[src/rtl/resource_scheduler_pkg.sv]
// Shared widths, source encoding and credit sizing for the weighted round-robin scheduler.
// Build-wide macros get defaults here so every later file in the bundle sees them.
`ifndef ADDRESS_WIDTH
`define ADDRESS_WIDTH 32
`endif
`ifndef ID_WIDTH
`define ID_WIDTH 4
`endif
`ifndef SRC_PORT1
`define SRC_PORT1 1'b0
`endif
`ifndef SRC_PORT2
`define SRC_PORT2 1'b1
`endif
`ifndef GRANT_CNT_WIDTH
`define GRANT_CNT_WIDTH 16
`endif

package resource_scheduler_pkg;
    localparam int ADDR_W   = `ADDRESS_WIDTH;
    localparam int ID_W     = `ID_WIDTH;
    localparam int CNT_W    = `GRANT_CNT_WIDTH;
    localparam int CREDIT_W = 4;

    typedef enum logic {
        SRC_P1 = `SRC_PORT1,
        SRC_P2 = `SRC_PORT2
    } src_e;
endpackage

[src/rtl/resource_scheduler_req_fifo2.sv]
// Two-entry request FIFO; the full flag is kept as its own register so the
// upstream stall carries no combinational path from the consumer.
module req_fifo2 #(
    parameter int WIDTH = 8
) (
    input  logic             clk,
    input  logic             reset,
    input  logic             push,
    input  logic             pop,
    input  logic [WIDTH-1:0] wdata,
    output logic [WIDTH-1:0] rdata,
    output logic             full,
    output logic             empty
);
    logic [WIDTH-1:0] mem [2];
    logic             wr_ptr;
    logic             rd_ptr;
    logic [1:0]       count;
    logic [1:0]       count_nxt;
    logic             full_r;
    logic             push_ok;
    logic             pop_ok;

    // A full FIFO refuses the push even when it is popped in the same cycle.
    assign push_ok = push && !full_r;
    assign pop_ok  = pop && (count != 2'd0);

    always_comb begin
        count_nxt = count;
        if (push_ok && !pop_ok)
            count_nxt = count + 2'd1;
        else if (pop_ok && !push_ok)
            count_nxt = count - 2'd1;
    end

    always_ff @(posedge clk or negedge reset) begin
        if (!reset) begin
            wr_ptr <= 1'b0;
            rd_ptr <= 1'b0;
            count  <= 2'd0;
            full_r <= 1'b0;
        end else begin
            if (push_ok)
                wr_ptr <= ~wr_ptr;
            if (pop_ok)
                rd_ptr <= ~rd_ptr;
            count  <= count_nxt;
            full_r <= (count_nxt == 2'd2);
        end
    end

    always_ff @(posedge clk) begin
        if (push_ok)
            mem[wr_ptr] <= wdata;
    end

    assign rdata = mem[rd_ptr];
    assign full  = full_r;
    assign empty = (count == 2'd0);
endmodule

[src/rtl/resource_scheduler.sv]
// Weighted round-robin arbiter sharing one resource request port between two
// requesters, with per-port FIFOs, a registered issue stage and grant counters.
module resource_scheduler
    import resource_scheduler_pkg::*;
#(
    parameter int ADDRESS_WIDTH = ADDR_W,
    parameter int ID_WIDTH      = ID_W,
    parameter int WEIGHT_1      = 2,
    parameter int WEIGHT_2      = 1
) (
    input  logic                     clk,
    input  logic                     reset,
    input  logic [ADDRESS_WIDTH-1:0] in_address_1,
    input  logic [ID_WIDTH-1:0]      in_id_1,
    input  logic                     in_valid_1,
    output logic                     out_stall_1,
    input  logic [ADDRESS_WIDTH-1:0] in_address_2,
    input  logic [ID_WIDTH-1:0]      in_id_2,
    input  logic                     in_valid_2,
    output logic                     out_stall_2,
    output logic [ADDRESS_WIDTH-1:0] out_address,
    output logic [ID_WIDTH-1:0]      out_id,
    output logic                     out_src,
    output logic                     out_valid,
    input  logic                     in_stall,
    output logic [CNT_W-1:0]         grant_cnt_1,
    output logic [CNT_W-1:0]         grant_cnt_2
);
    localparam int REQ_W = ADDRESS_WIDTH + ID_WIDTH;
    localparam logic [CREDIT_W-1:0] W1_C = CREDIT_W'(WEIGHT_1);
    localparam logic [CREDIT_W-1:0] W2_C = CREDIT_W'(WEIGHT_2);

    function automatic logic [CNT_W-1:0] sat_inc(input logic [CNT_W-1:0] v);
        return (&v) ? v : v + 1'b1;
    endfunction

    function automatic logic [CREDIT_W-1:0] weight_of(input src_e p);
        return (p == SRC_P1) ? W1_C : W2_C;
    endfunction

    function automatic src_e other_of(input src_e p);
        return (p == SRC_P1) ? SRC_P2 : SRC_P1;
    endfunction

    logic [REQ_W-1:0]    head_1;
    logic [REQ_W-1:0]    head_2;
    logic                full_1;
    logic                full_2;
    logic                empty_1;
    logic                empty_2;
    logic                pop_1;
    logic                pop_2;
    src_e                owner_r;
    logic [CREDIT_W-1:0] credit_r;
    logic                load_en;
    logic                owner_has;
    logic                other_has;
    logic                grant_vld_p0;
    src_e                grant_src_p0;
    logic [CREDIT_W-1:0] rem_p0;
    logic [REQ_W-1:0]    head_p0;
    logic [CNT_W-1:0]    cnt_1_p1;
    logic [CNT_W-1:0]    cnt_2_p1;

    req_fifo2 #(.WIDTH(REQ_W)) u_fifo_1 (
        .clk(clk), .reset(reset),
        .push(in_valid_1 && !full_1), .pop(pop_1),
        .wdata({in_address_1, in_id_1}), .rdata(head_1),
        .full(full_1), .empty(empty_1)
    );

    req_fifo2 #(.WIDTH(REQ_W)) u_fifo_2 (
        .clk(clk), .reset(reset),
        .push(in_valid_2 && !full_2), .pop(pop_2),
        .wdata({in_address_2, in_id_2}), .rdata(head_2),
        .full(full_2), .empty(empty_2)
    );

    assign out_stall_1 = full_1;
    assign out_stall_2 = full_2;
    assign load_en     = !out_valid || !in_stall;
    assign owner_has   = (owner_r == SRC_P1) ? !empty_1 : !empty_2;
    assign other_has   = (owner_r == SRC_P1) ? !empty_2 : !empty_1;

    // Stage p0: pick a winner; an idle slot leaves owner and credit untouched.
    always_comb begin
        grant_vld_p0 = 1'b0;
        grant_src_p0 = owner_r;
        if (load_en) begin
            if (owner_has) begin
                grant_vld_p0 = 1'b1;
            end else if (other_has) begin
                grant_vld_p0 = 1'b1;
                grant_src_p0 = other_of(owner_r);
            end
        end
        rem_p0 = (grant_src_p0 == owner_r) ? credit_r - 1'b1
                                           : weight_of(grant_src_p0) - 1'b1;
    end

    assign pop_1   = grant_vld_p0 && (grant_src_p0 == SRC_P1);
    assign pop_2   = grant_vld_p0 && (grant_src_p0 == SRC_P2);
    assign head_p0 = (grant_src_p0 == SRC_P1) ? head_1 : head_2;

    // Stage p1: registered issue towards the resource plus turn bookkeeping.
    always_ff @(posedge clk or negedge reset) begin
        if (!reset) begin
            out_valid   <= 1'b0;
            out_address <= '0;
            out_id      <= '0;
            out_src     <= 1'b0;
            owner_r     <= SRC_P1;
            credit_r    <= W1_C;
            cnt_1_p1    <= '0;
            cnt_2_p1    <= '0;
        end else begin
            if (load_en)
                out_valid <= grant_vld_p0;
            if (grant_vld_p0) begin
                out_address <= head_p0[REQ_W-1:ID_WIDTH];
                out_id      <= head_p0[ID_WIDTH-1:0];
                out_src     <= grant_src_p0;
                if (rem_p0 == '0) begin
                    owner_r  <= other_of(grant_src_p0);
                    credit_r <= weight_of(other_of(grant_src_p0));
                end else begin
                    owner_r  <= grant_src_p0;
                    credit_r <= rem_p0;
                end
            end
            if (pop_1)
                cnt_1_p1 <= sat_inc(cnt_1_p1);
            if (pop_2)
                cnt_2_p1 <= sat_inc(cnt_2_p1);
        end
    end

    assign grant_cnt_1 = cnt_1_p1;
    assign grant_cnt_2 = cnt_2_p1;
endmodule

[config.mk]
export PLATFORM = sky130hd
export DESIGN_NAME = resource_scheduler
export DESIGN_NICKNAME = d
export VERILOG_FILES = /design/src/rtl/resource_scheduler_pkg.sv /design/src/rtl/resource_scheduler_req_fifo2.sv /design/src/rtl/resource_scheduler.sv
export SDC_FILE = /design/constraint.sdc
export NUM_CORES = 1
export LEC_CHECK = 0
export BUFFER_PORTS_ARGS = -buffer_cell sky130_fd_sc_hd__buf_4
export CORE_MARGIN = 5
export CORE_UTILIZATION = 50
export CTS_CLUSTER_DIAMETER = 60
export DETAILED_ROUTE_END_ITERATION = 10
export GPL_ROUTABILITY_DRIVEN = 0
export HOLD_SLACK_MARGIN = 0.05
export PLACE_DENSITY = 0.81
export SLEW_MARGIN = 30
export SYNTH_ARGS = -nofsm -noshare
export SYNTH_HDL_FRONTEND = slang
export SYNTH_SLANG_ARGS = --single-unit
[constraint.sdc]
create_clock -name clk -period 2.6 [get_ports clk]
set_input_delay 0.78 -clock clk [delete_from_list [all_inputs] [get_ports clk]]
set_output_delay 0.78 -clock clk [all_outputs]
set_load 0.1 [all_outputs]
# [Yosys cells after proc, flatten, opt, wreduce, memory -nomap -nowiden]
# Memories as Yosys holds them, arrays and structs flattened.
# Cells that the tools add are included.
[totals] mem_bits_ro=0 ff_bits=85 latch_bits=0 memories=2 wordCells=92 output_inout_bits=72 ram_bits=144 inputBits=77
[op_classes] n_div=0 n_reduce_logical=32 n_shift=0 n_eq_ne=3 n_bitwise=7 mux=24 n_addsub=8 n_mul=0 order_cmp=0
[memory_table] memory="u_fifo_1.mem" words=2 width=36 read_ports=1 rd_clocked_by_memory_dff=0 write_ports=1 line_no="resource_scheduler_req_fifo2.sv:15" rtl="logic [WIDTH-1:0] mem [2];"
[memory_table] memory="u_fifo_2.mem" words=2 width=36 read_ports=1 rd_clocked_by_memory_dff=0 write_ports=1 line_no="resource_scheduler_req_fifo2.sv:15"
[ops] operator="$mux W36" count=1
[ops] operator="$add A16 B1 Y16 const B" count=2
[ops] operator="$reduce_and A16 Y1" count=2
[ops] operator="$mux W1" count=15
[ops] operator="$logic_and A1 B1 Y1" count=12
[ops] operator="$mux W2" count=6
[ops] operator="$logic_not A1 Y1" count=10
[ops] operator="$mux W4" count=2
[ops] operator="$not A1 Y1" count=7
[ops] operator="$add A2 B1 Y2 const B" count=2
[ops] operator="$eq A2 B2 Y1 const B" count=2
[ops] operator="$logic_not A2 Y1" count=2
[ops] operator="$logic_not A4 Y1" count=1
[ops] operator="$reduce_and A2 Y1" count=2
[ops] operator="$reduce_bool A2 Y1" count=2
[ops] operator="$sub A2 B1 Y2 const B" count=2
[ops] operator="$sub A4 B1 Y4 const B" count=1
[ops] operator="$sub A2 B1 Y3 const B" count=1
[ops] operator="$eq A1 B1 Y1" count=1
[ops] operator="$logic_or A1 B1 Y1" count=1

# [Longest topological paths before layout]
# Gate-level depths: netlist (run 1).
[depth] word_depth=13 mapped_depth=10 depth_no_buf=7

# [Cells and area by module]
# A second synthesis (run 1) with hierarchy kept.
[unflattened] hier_cells=604 area_unflattened_um2=9352.7
[by_module_without_submodules] mod="resource_scheduler" seq_area_each_um2=1878.1 cells_each=326 area_per_inst_um2=3558.4 instances=1
[by_module_without_submodules] mod="req_fifo2 (u_fifo_2)" seq_area_each_um2=2287.2 cells_each=139 area_per_inst_um2=2897.8 instances=1
[by_module_without_submodules] mod="req_fifo2 (u_fifo_1)" seq_area_each_um2=2287.2 cells_each=139 area_per_inst_um2=2896.5 instances=1

# [Worst setup path before layout (run 1)]
# OpenSTA, ideal clock, no wires.
[synth_timing] path_type="register to register" startpoint="register u_fifo_2.full_r, in the netlist u_fifo_2.full" endpoint="memory u_fifo_2.mem[0][0] (netlist name) (enable)" setup_ns=0.434 path_stages_with_launch=4 n_path_buf=1 required_time_ns=2.166 period_less_slack_ns=3.265 arrival_ns=2.831 slack_ns=-0.665 cell_sequence="dfrtp_1 -> nor2b_1 -> clkbuf_1 -> nor2b_1"
[synth_between] elab_chain_len=5
[synth_lines] element="from (decl)" line_no="resource_scheduler_req_fifo2.sv:20" rtl="logic full_r;"
[synth_lines] element="from (signal assigned)" line_no="resource_scheduler_req_fifo2.sv:48" rtl="full_r <= (count_nxt == 2'd2);"
[synth_lines] element="$logic_not A1 Y1 *" line_no="resource_scheduler_req_fifo2.sv:25, resource_scheduler.sv:74"
[synth_lines] element="$logic_and A1 B1 Y1" line_no="resource_scheduler.sv:74" rtl=".push(in_valid_2 && !full_2), .pop(pop_2),"
[synth_lines] element="$logic_and A1 B1 Y1 *" line_no="resource_scheduler_req_fifo2.sv:25" rtl="assign push_ok = push && !full_r;"
[synth_lines] element="$mux W1 *" line_no="resource_scheduler_req_fifo2.sv:53" rtl="if (push_ok)"
[synth_lines] element="$mux W1 (implied by the code) *" line_no="resource_scheduler_req_fifo2.sv:54" rtl="mem[wr_ptr] <= wdata;"
[synth_lines] element="to (decl)" line_no="resource_scheduler_req_fifo2.sv:15"
# Mark *: on every way between the ends. The rest lies on a longest branch, timed or not.

# [Worst setup path in the final report (run 1)]
[layout_timing] startpoint="register u_fifo_1.count[0]" endpoint="register cnt_2_p1[15], in the netlist grant_cnt_2[15]"
[layout_between] elab_chain_len=8 word_cells_on_any_way=12 classes_between="mux (8); reduce/logical (4)"
[layout_lines] element="from (decl)" line_no="resource_scheduler_req_fifo2.sv:18" rtl="logic [1:0] count;"
[layout_lines] element="from (signal assigned)" line_no="resource_scheduler_req_fifo2.sv:47" rtl="count <= count_nxt;"
[layout_lines] element="$logic_not A2 Y1 *" line_no="resource_scheduler_req_fifo2.sv:59" rtl="assign empty = (count == 2'd0);"
[layout_lines] element="$logic_not A1 Y1 *" line_no="resource_scheduler.sv:82, resource_scheduler.sv:83"
[layout_lines] element="$mux W1" line_no="resource_scheduler.sv:83" rtl="assign other_has = (owner_r == SRC_P1) ? !empty_2 : !empty_1;"
[layout_lines] element="$mux W1" line_no="resource_scheduler.sv:92" rtl="end else if (other_has) begin"
[layout_lines] element="$mux W1" line_no="resource_scheduler.sv:90" rtl="if (owner_has) begin"
[layout_lines] element="$mux W1" line_no="resource_scheduler.sv:89" rtl="if (load_en) begin"
[layout_lines] element="$logic_and A1 B1 Y1 *" line_no="resource_scheduler.sv:102" rtl="assign pop_2 = grant_vld_p0 && (grant_src_p0 == SRC_P2);"
[layout_lines] element="$reduce_and A2 Y1 (no line) *"
[layout_lines] element="to (signal assigned)" line_no="resource_scheduler.sv:134" rtl="cnt_2_p1 <= sat_inc(cnt_2_p1);"
[layout_lines] element="to (decl)" line_no="resource_scheduler.sv:63" rtl="logic [CNT_W-1:0] cnt_2_p1;"
# Marks and branches as above.
# A chain may end at the register's enable or synchronous reset.

==> impl_metrics.py, run 1 <==
metrics = {
    "outcome": {
        "outcome": "complete, no violations",
    },
    "critical_path": {
        "critPathTopFamily": "simple AND/OR/NAND/NOR gates",
        "slowest_stage": "dfrtp_1",
        "criticalPathCategory": "register to register",
        "worst-r2r-cell-count": 7,
        "reg2reg_to": "grant_cnt_2[15]",
        "crit_arrival_ns": 2.65,
        "crit_path_max_incr_delay_ns": 0.37,
        "end_kind": "register",
        "crit_chain": "inv_1 > ha_1 > nor2b_1 > o21a_1 > o31ai_2 > nor4_1 > xor2_1",
        "cp-start-kind": "register",
        "worstPathMaxFanout": 10,
        "rrSetupSlack_ns": 0.36,
        "rr_startpoint": "u_fifo_1.count[0]",
        "cp.required_ns": 3.00,
        "cp_num_buf_inv": 1,
    },
    "yosys": {
        "syn_area_mm2": 0.008944,
        "ys_ff_latch": 229,
        "syn_area_per_cell_um2": 15.53,
        "synth_compound_area_share_pct": 6.072,
        "synth_area_leaders": "edfxtp_1 48%, dfrtp_1 24%, mux2i_1 8.3%, o221ai_1 3.5%, nand2_1 2.6%",
        "synth_top_area_share_pct": 48.35,
        "yosysWarnings": 0,
        "syn_inst": 576,
        "synth-adder-area-share_pct": 0.8394,
        "async_reset_ff_share_pct": 37.12,
        "yosysSeqAreaShare_pct": 72.15,
        "synth.largest_area_cell": "edfxtp_1",
        "yosys.area_share.xor_xnor_pct": 3.623,
        "synth_top_family_by_area": "multiplexers",
        "synthSimpleGateAreaFrac_pct": 7.247,
        "syn-num-nets": 659,
        "synth_flop_cell": "edfxtp_1",
        "synth_enable_flop_cells": 144,
        "synth_cell_types": 49,
        "synthMuxAreaShare_pct": 8.408,
    },
    "power": {
        "p_leak_uw": 0.004618,
        "total_power_uw": 15360,
        "power_density_mw_per_mm2": 1365,
        "ir_drop_uv": 934.8,
    },
    "cts": {
        "cts_root_buffer": "clkbuf_16",
        "cts.sinks": 229,
        "htreeDepth": 1,
        "cts-resized-gates": 0,
        "cts_buffers": 23,
        "postCtsSetupRepairBufs": 0,
        "cts_tree": "built",
        "clkTransAtPathRegs_ns": 0.07,
        "insertion_delay_ns": 0.50,
        "cts.path.max_buffers": 3,
        "hold_buffers": 0,
    },
    "hold_path": {
        "hp-class": "input port to asynchronous set/reset pin",
    },
    "detailed_routing": {
        "drt_wl_total_um": 20170,
        "vias_per_cell": 5.572,
        "post_drt_wl_per_cell_um": 20.49,
        "drt_iter0_drc": 407,
        "drtPass1Iterations": 5,
        "via_count": 5483,
        "route.detailed.drc": 0,
        "drtAntennaViolNets": 0,
    },
    "floorplan": {
        "initial_core_util_pct": 50.30,
        "rows": 49,
        "die_area_mm2": 0.02066,
        "die_w_um": 143.7,
        "fp.coreArea_mm2": 0.01778,
        "die_y_um": 143.7,
        "pin_count": 149,
    },
    "placement": {
        "placed_area_mm2": 0.01047,
        "dpl.hpwl_um": 13190,
        "portBuffers": 148,
    },
    "sta": {
        "drv_slew": 0,
        "finalHoldWorstSlack_ns": 0.2466,
        "slew_headroom_pct": 45.76,
        "tns_ns": 0,
        "setup_viol_count_final": 0,
        "fin_worst_skew_ns": 0.01615,
        "hold_viol": 0,
        "worst_slew_pin_slew_ns": 0.8074,
        "period_share_pct": 86.29,
        "rsz0062_at_grt": "no",
        "timing.fmax_mhz": 445.7,
        "fin_crit_ns": 2.243,
    },
    "final_layout": {
        "syn_to_final_growth_pct": 25.74,
        "layout_commonest_cell": "buf_4",
        "final_net_count": 822,
        "drive_above_1_share_pct": 28.48,
        "n_antenna_cell": 0,
        "final_cell_mix": "157 x buf_4, 144 x edfxtp_1, 82 x dfrtp_1, 74 x mux2i_1, 62 x nand2_1",
        "final_area_mm2": 0.01125,
        "utilization_pct": 63.25,
        "fillers": 1311,
    },
    "grt": {
        "grt.overflow.total": 0,
        "grt_use_total_pct": 19.68,
        "grt_max_degree": 37,
        "antenna_found_initial": 0,
        "grt_pass1_vias": 5849,
        "grt_pass1_wl_um": 31570,
    },
    "run": {
        "max_cap_viol_count": 0,
    },
}
==> how the worst max path moves through the flow <==
stage | from | slack [ns] | depth (start not counted) | endpoint
CTS | u_fifo_1.count[0] | 0.37 | 7 | grant_cnt_2[15]
global route | u_fifo_1.count[0] | 0.24 | 7 | grant_cnt_2[15]
floorplan | u_fifo_1.full | -0.57 | 3 | u_fifo_1.mem[0][0]
finish | u_fifo_1.count[0] | 0.36 | 7 | grant_cnt_2[15]
global placement | in_stall | 0.45 | 5 | grant_cnt_1[10]
detailed placement | u_fifo_2.count[0] | 0.38 | 7 | grant_cnt_1[10]
==> logic make-up after synthesis <==
group                      count (synthesis)
AOI/OAI and AO/OA                         67
xor gates and xnor gates                  37
adders and majority gates                  6
buffers and inverters                     33
DFF                                      229
muxes                                     75
and+or+nand+nor                          129
==> worst register-to-register path, cell delays in order, from the launching register on <==
cell     delay [ns]
dfrtp_1        0.37
inv_1          0.09
ha_1           0.37
nor2b_1        0.36
o21a_1         0.24
o31ai_2        0.17
nor4_1         0.37
xor2_1         0.20
==> registers in the layout, indices dropped and copies added (netlist names), 2 cells and up <==
name / flops
grant_cnt_1: 16
u_fifo_2.mem: 72
credit_r: 4
out_address: 32
u_fifo_1.mem: 72
out_id: 4
u_fifo_2.count: 2
grant_cnt_2: 16
u_fifo_1.count: 2
==> area by class of cell <==
cell class | count | area [µm²] | share of cell area [%]
repair buffers | 164 | 1319 | 11.73
clock buffers | 33 | 653.1 | 5.808
multi-input cells | 314 | 2381 | 21.17
clock inverters | 8 | 125.1 | 1.113
inverters | 7 | 26.28 | 0.2336
flip-flops and latches | 229 | 6455 | 57.40
well taps | 229 | 286.5 | 2.548
==> through the flow <==
stage	cells	setup slack, ns
global placement	943	0.4515
detailed placement	943	0.3845
finish	984	0.3566
global route	984	0.2377
CTS	984	0.3674
floorplan	576	-0.5659
==> cells in the mapped netlist, types with 8 or more instances <==
library cell / count
edfxtp_1: 144
dfrtp_1: 84
mux2i_1: 74
nand2_1: 63
o221ai_1: 36
xnor2_1: 25
clkbuf_1: 13
xor2_1: 12
nand3_1: 11
nor2_1: 11
nand4_1: 9
buf_2: 8
==> power breakdown <==
part	switching (µW)	internal (µW)	leakage [µW]
combinational	4700	1740	0.00185
sequential	619	4940	0.00239
clock	1310	2050	0.000380
total	6630	8730	0.00462
==> metal layers <==
layer	global-route usage, %	part of all wire [%]
met3	4.193	7.3
met4	4.113	1.3
met2	33.65	51
met5	0	0
met1	26.32	40
(Power assumes the default switching activity.)
==> run 2, diff against run 1 <==
- ABC_AREA: unset -> 1
- CORE_UTILIZATION: 50 -> 51
- PLACE_DENSITY: 0.81 -> 0.82
==> impl_metrics.py, run 2 <==
metrics = {
    "outcome": {
        "outcome": "complete, no violations",
    },
    "sta": {
        "timing.fmax_mhz": 426.4,
        "worst_slew_pin_slew_ns": 0.6656,
        "rsz0062_at_grt": "no",
        "period_share_pct": 90.20,
        "fin_crit_ns": 2.345,
        "hold_viol": 0,
        "setup_viol_count_final": 0,
        "slew_headroom_pct": 55.58,
        "fin_worst_skew_ns": 0.01127,
        "finalHoldWorstSlack_ns": 0.1693,
        "drv_slew": 0,
        "tns_ns": 0,
    },
    "detailed_routing": {
        "route.detailed.drc": 0,
        "via_count": 6101,
        "post_drt_wl_per_cell_um": 17.95,
        "vias_per_cell": 5.319,
        "drt_wl_total_um": 20590,
        "drtPass1Iterations": 6,
        "drtAntennaViolNets": 0,
        "drt_iter0_drc": 282,
    },
    "yosys": {
        "syn_inst": 736,
        "synth-adder-area-share_pct": 0.8085,
        "synthSimpleGateAreaFrac_pct": 11.63,
        "synth.largest_area_cell": "edfxtp_1",
        "yosys.area_share.xor_xnor_pct": 2.735,
        "synth_most_common_cell": "nand2_1",
        "syn_area_mm2": 0.009285,
        "syn_area_per_cell_um2": 12.62,
        "ys_ff_latch": 229,
        "synthMuxAreaShare_pct": 4.743,
        "synth_area_leaders": "edfxtp_1 47%, dfrtp_1 23%, nand2_1 6.5%, mux2i_1 4.7%, inv_1 2.3%",
        "synth_top_family_by_area": "simple AND/OR/NAND/NOR gates",
        "yosysSeqAreaShare_pct": 69.49,
        "synth_top_area_share_pct": 46.57,
        "synthTopCellsByCount": "162 x nand2_1, 144 x edfxtp_1, 84 x dfrtp_1, 57 x inv_1, 44 x mux2i_1",
        "synth_cell_types": 39,
        "syn-num-nets": 819,
        "async_reset_ff_share_pct": 37.12,
        "synth_enable_flop_cells": 144,
        "yosysWarnings": 0,
        "synth_compound_area_share_pct": 6.603,
        "synth_flop_cell": "edfxtp_1",
    },
    "cts": {
        "cts.sinks": 229,
        "htreeDepth": 1,
        "cts-resized-gates": 0,
        "hold_buffers": 0,
        "insertion_delay_ns": 0.51,
        "cts_buffers": 24,
        "clkTransAtPathRegs_ns": 0.06,
        "cts_tree": "built",
        "cts.path.max_buffers": 3,
        "postCtsSetupRepairBufs": 0,
        "cts_root_buffer": "clkbuf_16",
    },
    "floorplan": {
        "die_w_um": 144.9,
        "initial_core_util_pct": 51.69,
        "die_area_mm2": 0.02100,
        "rows": 49,
        "die_y_um": 144.9,
        "fp.coreArea_mm2": 0.01796,
        "pin_count": 149,
    },
    "power": {
        "ir_drop_uv": 1096,
        "power_density_mw_per_mm2": 1403,
        "p_leak_uw": 0.004993,
    },
    "run": {
        "max_cap_viol_count": 0,
    },
    "critical_path": {
        "crit_path_max_incr_delay_ns": 0.46,
        "cp_num_buf_inv": 4,
        "worstPathMaxFanout": 25,
        "critPathTopFamily": "compound AO/OA/AOI/OAI gates",
        "reg2reg_to": "out_address[6]",
        "rr_startpoint": "u_fifo_1.count[0]",
        "worst-r2r-cell-count": 9,
        "rrSetupSlack_ns": 0.25,
        "slowest_stage": "o21ai_4",
        "cp-start-kind": "register",
        "crit_arrival_ns": 2.74,
        "cp.required_ns": 3.00,
        "criticalPathCategory": "register to register",
        "crit_chain": "inv_1 > ha_1 > inv_2 > o21ai_4 > inv_4 > nand2_4 > buf_12 > a21oi_1 > a211o_1",
        "end_kind": "register",
    },
    "grt": {
        "grt_pass1_wl_um": 32920,
        "grt_use_total_pct": 19.14,
        "grt_pass1_vias": 6410,
        "antenna_found_initial": 0,
        "grt.overflow.total": 0,
        "grt_max_degree": 62,
    },
    "final_layout": {
        "final_cell_mix": "162 x nand2_1, 157 x buf_4, 144 x edfxtp_1, 82 x dfrtp_1, 57 x inv_1",
        "reg_top3": "u_fifo_1.mem (72), u_fifo_2.mem (72), out_address (32)",
        "drive_above_1_share_pct": 23.97,
        "utilization_pct": 64.19,
        "syn_to_final_growth_pct": 24.19,
        "final_net_count": 983,
        "layout_commonest_cell": "nand2_1",
        "instances_no_fill": 1147,
        "n_antenna_cell": 0,
    },
    "placement": {
        "dp.cells": 1103,
        "dpl.hpwl_um": 13310,
        "portBuffers": 148,
    },
    "hold_path": {
        "hp-class": "input port to asynchronous set/reset pin",
    },
}
==> run 2: cell count changes after synthesis, sizes merged, moves of 17 or more <==
cell	before	now
mux2i	74	44
a21oi	5	30
nor2	12	29
xnor2	25	5
nand2	63	167
inv	7	62
o21ai	7	24
==> run 2: worst max path at each step <==
stage                       from                 end  slack (ns)  cells past startpoint
2_1_floorplan      u_fifo_2.full  u_fifo_2.mem[0][0]       -0.56                      3
3_3_place_gp            in_stall      grant_cnt_2[5]        0.29                      9
3_5_place_dp            in_stall      grant_cnt_2[5]        0.24                      9
4_1_cts        u_fifo_1.count[0]           out_id[1]        0.24                      9
5_1_grt        u_fifo_1.count[0]           out_id[1]        0.11                      9
6_report       u_fifo_1.count[0]      out_address[6]        0.25                      9
==> run 2: routing by layer <==
layer / wire length [µm] / vias to the layer above / track usage (%)
met2: 10410 / 208 / 32.89
met5: 0 / - / 0
met4: 498 / 0 / 5.979
met3: 1232 / 36 / 3.399
li1: - / 2906 / -
met1: 8447 / 2951 / 24.92
==> run 2: where the power goes <==
part / internal, µW / total [µW] / switching, µW
sequential: 4990 / 5600 / 612
combinational: 1700 / 7120 / 5430
clock: 2100 / 3450 / 1350
total: 8780 / 16200 / 7390
==> run 2: cells by family after synthesis <==
group,count (synthesis)
flops,229
compound gates,92
fa+ha+maj,6
xor+xnor,29
simple gates,250
mux,44
buf+inv,86
==> run 2: metrics by stage <==
step                      cell area (µm²)  setup slack, ns  power [µW]
after floorplan                      9290          -0.5570       10980
after global placement              10730           0.2887       12660
after detailed placement            10730           0.2400       12830
after CTS                           11530           0.2429       16310
after global routing                11530           0.1072       16910
final                               11530           0.2548       16170
==> run 2: final cells by class <==
type,instances,area [µm²]
Multi-Input combinational cell,421,2492
Clock inverter,14,176.4
Timing Repair Buffer,161,1259
Inverter,63,239.0
Clock buffer,30,623.1
Fill cell,1357,6432
Tap cell,229,286.5
Sequential cell,229,6455
==> run 2: worst register-to-register path, cell delays in order, from the launching register on <==
cell	delay, ns
dfrtp_1	0.38
inv_1	0.08
ha_1	0.25
inv_2	0.08
o21ai_4	0.46
inv_4	0.16
nand2_4	0.27
buf_12	0.23
a21oi_1	0.07
a211o_1	0.26
